File: src/rtl/ps2_key_tracker.sv
// ps2_key_tracker: scancode-set-2 parser and held-key tracker.
// Parses the PS2Receiver byte stream (E0/F0/E1 prefixes), keeps a held-key
// bitmap for NUM_KEYS configured keys and emits one-cycle press/release pulses.
// Ports:
//   clk, rst      clock, synchronous active-high reset
//   rx_data/valid received byte and its one-cycle strobe
//   key_held      level, bit i = key i currently down
//   key_press     one-cycle pulse on make of a key not already held
//   key_release   one-cycle pulse on break of a held key
//   last_code/last_ext/last_brk  most recent completed make/break
//   code_strobe   one-cycle pulse on every completed make/break
module ps2_key_tracker #(
  parameter int unsigned             NUM_KEYS   = 6,
  parameter logic [8*NUM_KEYS-1:0]   KEY_CODES  = {8'h76, 8'h29, 8'h74, 8'h6B, 8'h72, 8'h75},
  parameter logic [NUM_KEYS-1:0]     KEY_EXT    = 6'b001111,
  parameter bit                      STRICT_EXT = 1'b1,
  parameter logic [19:0]             TIMEOUT    = 20'd500000
) (
  input  logic                clk,
  input  logic                rst,
  input  logic [7:0]          rx_data,
  input  logic                rx_valid,
  output logic [NUM_KEYS-1:0] key_held,
  output logic [NUM_KEYS-1:0] key_press,
  output logic [NUM_KEYS-1:0] key_release,
  output logic [7:0]          last_code,
  output logic                last_ext,
  output logic                last_brk,
  output logic                code_strobe
);

  typedef enum logic [2:0] {
    S_IDLE,
    S_EXT,
    S_BRK,
    S_EXT_BRK,
    S_SKIP
  } state_e;

  localparam logic [19:0] TMO_LAST = TIMEOUT - 20'd1;

  state_e              state_q, state_d;
  logic [19:0]         tmo_q, tmo_d;
  logic [2:0]          skip_q, skip_d;
  logic [NUM_KEYS-1:0] held_q, held_d;
  logic [NUM_KEYS-1:0] press_q, press_d;
  logic [NUM_KEYS-1:0] rel_q, rel_d;
  logic [7:0]          code_q, code_d;
  logic                ext_q, ext_d;
  logic                brk_q, brk_d;
  logic                strobe_q, strobe_d;

  // Completed make/break decoded from the current byte
  logic evt, evt_ext, evt_brk;

  always_comb begin
    state_d = state_q;
    tmo_d   = tmo_q;
    skip_d  = skip_q;
    evt     = 1'b0;
    evt_ext = 1'b0;
    evt_brk = 1'b0;
    if (rx_valid) begin
      // A byte always wins over a timeout expiring in the same cycle
      tmo_d = '0;
      case (state_q)
        S_IDLE: begin
          case (rx_data)
            8'hE0: state_d = S_EXT;
            8'hF0: state_d = S_BRK;
            8'hE1: begin
              state_d = S_SKIP;
              skip_d  = 3'd7;
            end
            8'h00, 8'hAA, 8'hEE, 8'hFA, 8'hFC, 8'hFD, 8'hFE, 8'hFF: ;
            default: evt = 1'b1;
          endcase
        end
        S_EXT: begin
          case (rx_data)
            8'hF0:        state_d = S_EXT_BRK;
            8'hE0, 8'h12: ;
            default: begin
              evt     = 1'b1;
              evt_ext = 1'b1;
              state_d = S_IDLE;
            end
          endcase
        end
        S_BRK: begin
          evt     = 1'b1;
          evt_brk = 1'b1;
          state_d = S_IDLE;
        end
        S_EXT_BRK: begin
          // Fake-shift break (E0 F0 12) is swallowed silently
          if (rx_data != 8'h12) begin
            evt     = 1'b1;
            evt_ext = 1'b1;
            evt_brk = 1'b1;
          end
          state_d = S_IDLE;
        end
        S_SKIP: begin
          skip_d = skip_q - 3'd1;
          if (skip_q <= 3'd1) state_d = S_IDLE;
        end
        default: state_d = S_IDLE;
      endcase
    end else if (state_q != S_IDLE) begin
      if (tmo_q == TMO_LAST) begin
        state_d = S_IDLE;
        tmo_d   = '0;
      end else begin
        tmo_d = tmo_q + 20'd1;
      end
    end
  end

  always_comb begin
    held_d   = held_q;
    press_d  = '0;
    rel_d    = '0;
    strobe_d = evt;
    code_d   = evt ? rx_data : code_q;
    ext_d    = evt ? evt_ext : ext_q;
    brk_d    = evt ? evt_brk : brk_q;
    for (int unsigned i = 0; i < NUM_KEYS; i++) begin
      if (evt && (KEY_CODES[8*i +: 8] == rx_data) &&
          (!STRICT_EXT || (evt_ext == KEY_EXT[i]))) begin
        if (evt_brk) begin
          held_d[i] = 1'b0;
          rel_d[i]  = held_q[i];
        end else begin
          held_d[i]  = 1'b1;
          press_d[i] = ~held_q[i];
        end
      end
    end
  end

  always_ff @(posedge clk) begin
    if (rst) begin
      state_q  <= S_IDLE;
      tmo_q    <= '0;
      skip_q   <= '0;
      held_q   <= '0;
      press_q  <= '0;
      rel_q    <= '0;
      code_q   <= '0;
      ext_q    <= 1'b0;
      brk_q    <= 1'b0;
      strobe_q <= 1'b0;
    end else begin
      state_q  <= state_d;
      tmo_q    <= tmo_d;
      skip_q   <= skip_d;
      held_q   <= held_d;
      press_q  <= press_d;
      rel_q    <= rel_d;
      code_q   <= code_d;
      ext_q    <= ext_d;
      brk_q    <= brk_d;
      strobe_q <= strobe_d;
    end
  end

  assign key_held    = held_q;
  assign key_press   = press_q;
  assign key_release = rel_q;
  assign last_code   = code_q;
  assign last_ext    = ext_q;
  assign last_brk    = brk_q;
  assign code_strobe = strobe_q;

endmodule

File: config.mk
export PLATFORM = sky130hd
export DESIGN_NAME = ps2_key_tracker
export DESIGN_NICKNAME = d
export VERILOG_FILES = /design/src/rtl/ps2_key_tracker.sv
export SDC_FILE = /design/constraint.sdc
export NUM_CORES = 1
export LEC_CHECK = 0
export CAP_MARGIN = 0
export CORE_ASPECT_RATIO = 1.1
export CORE_MARGIN = 2
export CORE_UTILIZATION = 45
export DETAILED_ROUTE_END_ITERATION = 8
export PLACE_DENSITY = 0.77
export SETUP_SLACK_MARGIN = 0.1
export SLEW_MARGIN = 30
export SYNTH_ARGS = -nofsm -noshare
export SYNTH_HDL_FRONTEND = slang
export SYNTH_SLANG_ARGS = --single-unit
export TNS_END_PERCENT = 100
File: constraint.sdc
create_clock -name clk -period 2.8 [get_ports clk]
set_input_delay 0.56 -clock clk [delete_from_list [all_inputs] [get_ports clk]]
set_output_delay 0.56 -clock clk [all_outputs]
set_load 0.05 [all_outputs]
==> impl_metrics.toml <==
[grt]
track_usage = 0.182
grt_pass1_wl_um = 9980
grt_max_degree = 24
grt_overflow = 0
grt_pass1_vias = 2171
antenna_found_initial = 0

[clocking]
numCtsBuffers = 5
ctsRootBufferMaster = "clkbuf_8"
postCtsResizedCells = 0
cts-hold-fix-buffers = 0
cts_htree_levels = 2
clock_sinks = 55
postCtsSetupRepairBufs = 0
clkSlewWorstSetupHoldPaths_ns = 0.10
ctsLongestPathBuffers = 2
clk_latency_ns = 0.31
cts_tree = "done"

[timing]
drv_slew = 0
worst_slew_pin_slew_ns = 0.699
finalSetupViolations = 0
fmax_mhz = 398
finClkSkew_ns = 0.0117
layout_setup_ws_ns = 0.288
holdWs_ns = 0.467
post-route-period-util = 0.897
period_minus_slack_ns = 2.51
relSlewSlack = 0.531
tns_ns = 0
rsz0062_at_grt = "no"
hold_viol_final = 0

[final_layout]
nNetsFinal = 361
drive_gt1_frac = 0.115
syn_to_final_growth_pct = 23.1
num_antenna_cells = 0
fillCellCount = 508

[critical_path]
critPathRequiredTime_ns = 3.00
critPathSlowestCell = "clkdlybuf4s50_1"
slowest_delay_ns = 0.61
arrival_ns = 2.71
startpoint_type = "input port"
reg2reg_slack_ns = 0.58
path_cells = "clkdlybuf4s50_1 -> nor4b_1 -> buf_4 -> and2_1 -> nor3_1 -> o211ai_2 -> nor4_1"
crit_fanout = 7
cp-end-kind = "register"
worstSetupPathType = "in2reg"

[yosys]
synth.most_common_cell = "dfxtp_1"
yosys_warnings = 0
synthDominantCellAreaShare = 0.404
synth_edf_count = 0
syn_area_sq_mm = 0.00272
ys_async_sr_fraction = 0
ys_seq_area_frac = 0.404
avgSynthCellArea_sq_um = 9.02
ys_top_cells_by_area = "dfxtp_1 (40%), xor2_1 (5.1%), nor2_1 (4.7%)"
synth_common_cells = "dfxtp_1 (55), nor2_1 (34), nand2_1 (33), xor2_1 (16), nand3_1 (13)"
synth_seq_cells = 55
syn_nets = 316
yosysTopAreaCell = "dfxtp_1"
ys.flop_type = "dfxtp_1"
syn_inst = 302
ys_types = 59

[routing]
drc = 0
via_per_inst = 5.47
dr.first_iter.drc_count = 88
wirelength_um = 5770
drtPass1Iterations = 4
wl_per_cell_um = 13.6
ant_nets = 0
vias = 2318

[placement]
gp_congestion = 0.893
dp_slack_ns = 0.0204
port_buffers = 39
place_hpwl_um = 4220

[power]
powerDensity_mw_per_mm2 = 440
vdd_drop_max_mv = 0.293
power.leakage_nw = 1.24

[outcome]
status = "finished clean"

[floorplan]
die_area_sq_mm = 0.00669
die_width_um = 78.2
dieHeight_um = 85.6
rows = 29
num_io_pins = 40
core_area_sq_mm = 0.00581
initial_core_util = 0.469

[min_path]
hold_class = "reg2reg"

[run]
max_cap_viol_count = 0
==> layout make-up <==
| type | instances | area, sq um | share of cell area |
|---|---|---|---|
| multi-input cells | 217 | 1480 | 0.442 |
| flip-flops and latches | 55 | 1100 | 0.328 |
| repair buffers | 57 | 526 | 0.157 |
| well taps | 77 | 96.3 | 0.0287 |
| clock buffers | 5 | 68.8 | 0.0205 |
| inverters | 11 | 41.3 | 0.0123 |
| clock inverters | 2 | 37.5 | 0.0112 |
==> final timing paths <==
check / from / end / depth (start not counted)
hold reg to reg: last_code[4] / last_code[4] / 2
hold / removal: last_code[4] / last_code[4] / 2
setup / recovery: rx_data[5] / key_press[2] / 7
setup reg to reg: state_q[1] / key_press[2] / 5
==> registers in the layout, summed over array words and instances (netlist names) <==
signal,cells
skip_q,3
last_code,8
last_ext,1
key_held,6
key_press,6
last_brk,1
state_q,3
key_release,6
tmo_q,20
code_strobe,1
==> logic make-up after synthesis <==
logic type               Yosys count  synth area share
AND/OR/NAND/NOR                  144             0.299
flip-flops                        55             0.404
AO/OA/AOI/OAI                     43             0.140
buffers and inverters             30            0.0533
XOR/XNOR                          19            0.0611
multiplexers                       8            0.0294
adder cells (fa/ha/maj)            3            0.0138
==> worst max-delay path, delay by kind of cell <==
family | cells | cell delay (ns)
simple gates | 4 | 1.12
buf+inv | 2 | 0.76
compound gates | 1 | 0.26
==> stage by stage <==
step / util / instance area [sq um] / total power [mW] / std cells
detailed placement: 0.559 / 3250 / 0.972 / 417
global placement: 0.559 / 3250 / 0.970 / 417
CTS: 0.578 / 3350 / 1.49 / 424
finish: 0.578 / 3350 / 1.48 / 424
floorplan: - / 2720 / 0.915 / 302
global route: 0.578 / 3350 / 1.53 / 424
==> power by group <==
| group | switching, mW | leakage, nW | internal [mW] |
|---|---|---|---|
| combinational | 0.0958 | 0.745 | 0.0613 |
| clock | 0.259 | 0.0502 | 0.262 |
| sequential | 0.00532 | 0.445 | 0.791 |
==> cells in the final DEF, fill, tap and decap left out, drive strengths merged, types with 3 or more instances in the layout <==
cell            n
o211ai          5
clkbuf          5
and2            3
or4             6
nor3b           5
nor4b           6
and4            3
dfxtp          55
nor2           35
nand2          33
nand4           7
o211a           4
mux2i           8
o311ai          3
clkdlybuf4s50  39
a21oi           7
ha              3
nand3          13
xnor2           3
nor3            8
inv            11
nor4            3
nand3b          3
nand2b          3
a221oi          3
xor2           16
buf            18
and3            9
o31ai           3
==> layer usage <==
| layer | vias up | part of all wire | global-route usage |
|---|---|---|---|
| li1 | 1178 | - | - |
| met4 | 0 | 0.019 | 0.0670 |
| met1 | 1096 | 0.49 | 0.235 |
| met3 | 11 | 0.029 | 0.0305 |
| met2 | 33 | 0.47 | 0.307 |
| met5 | - | 0 | 0 |
Note: power is estimated with default switching activity, not from simulation.
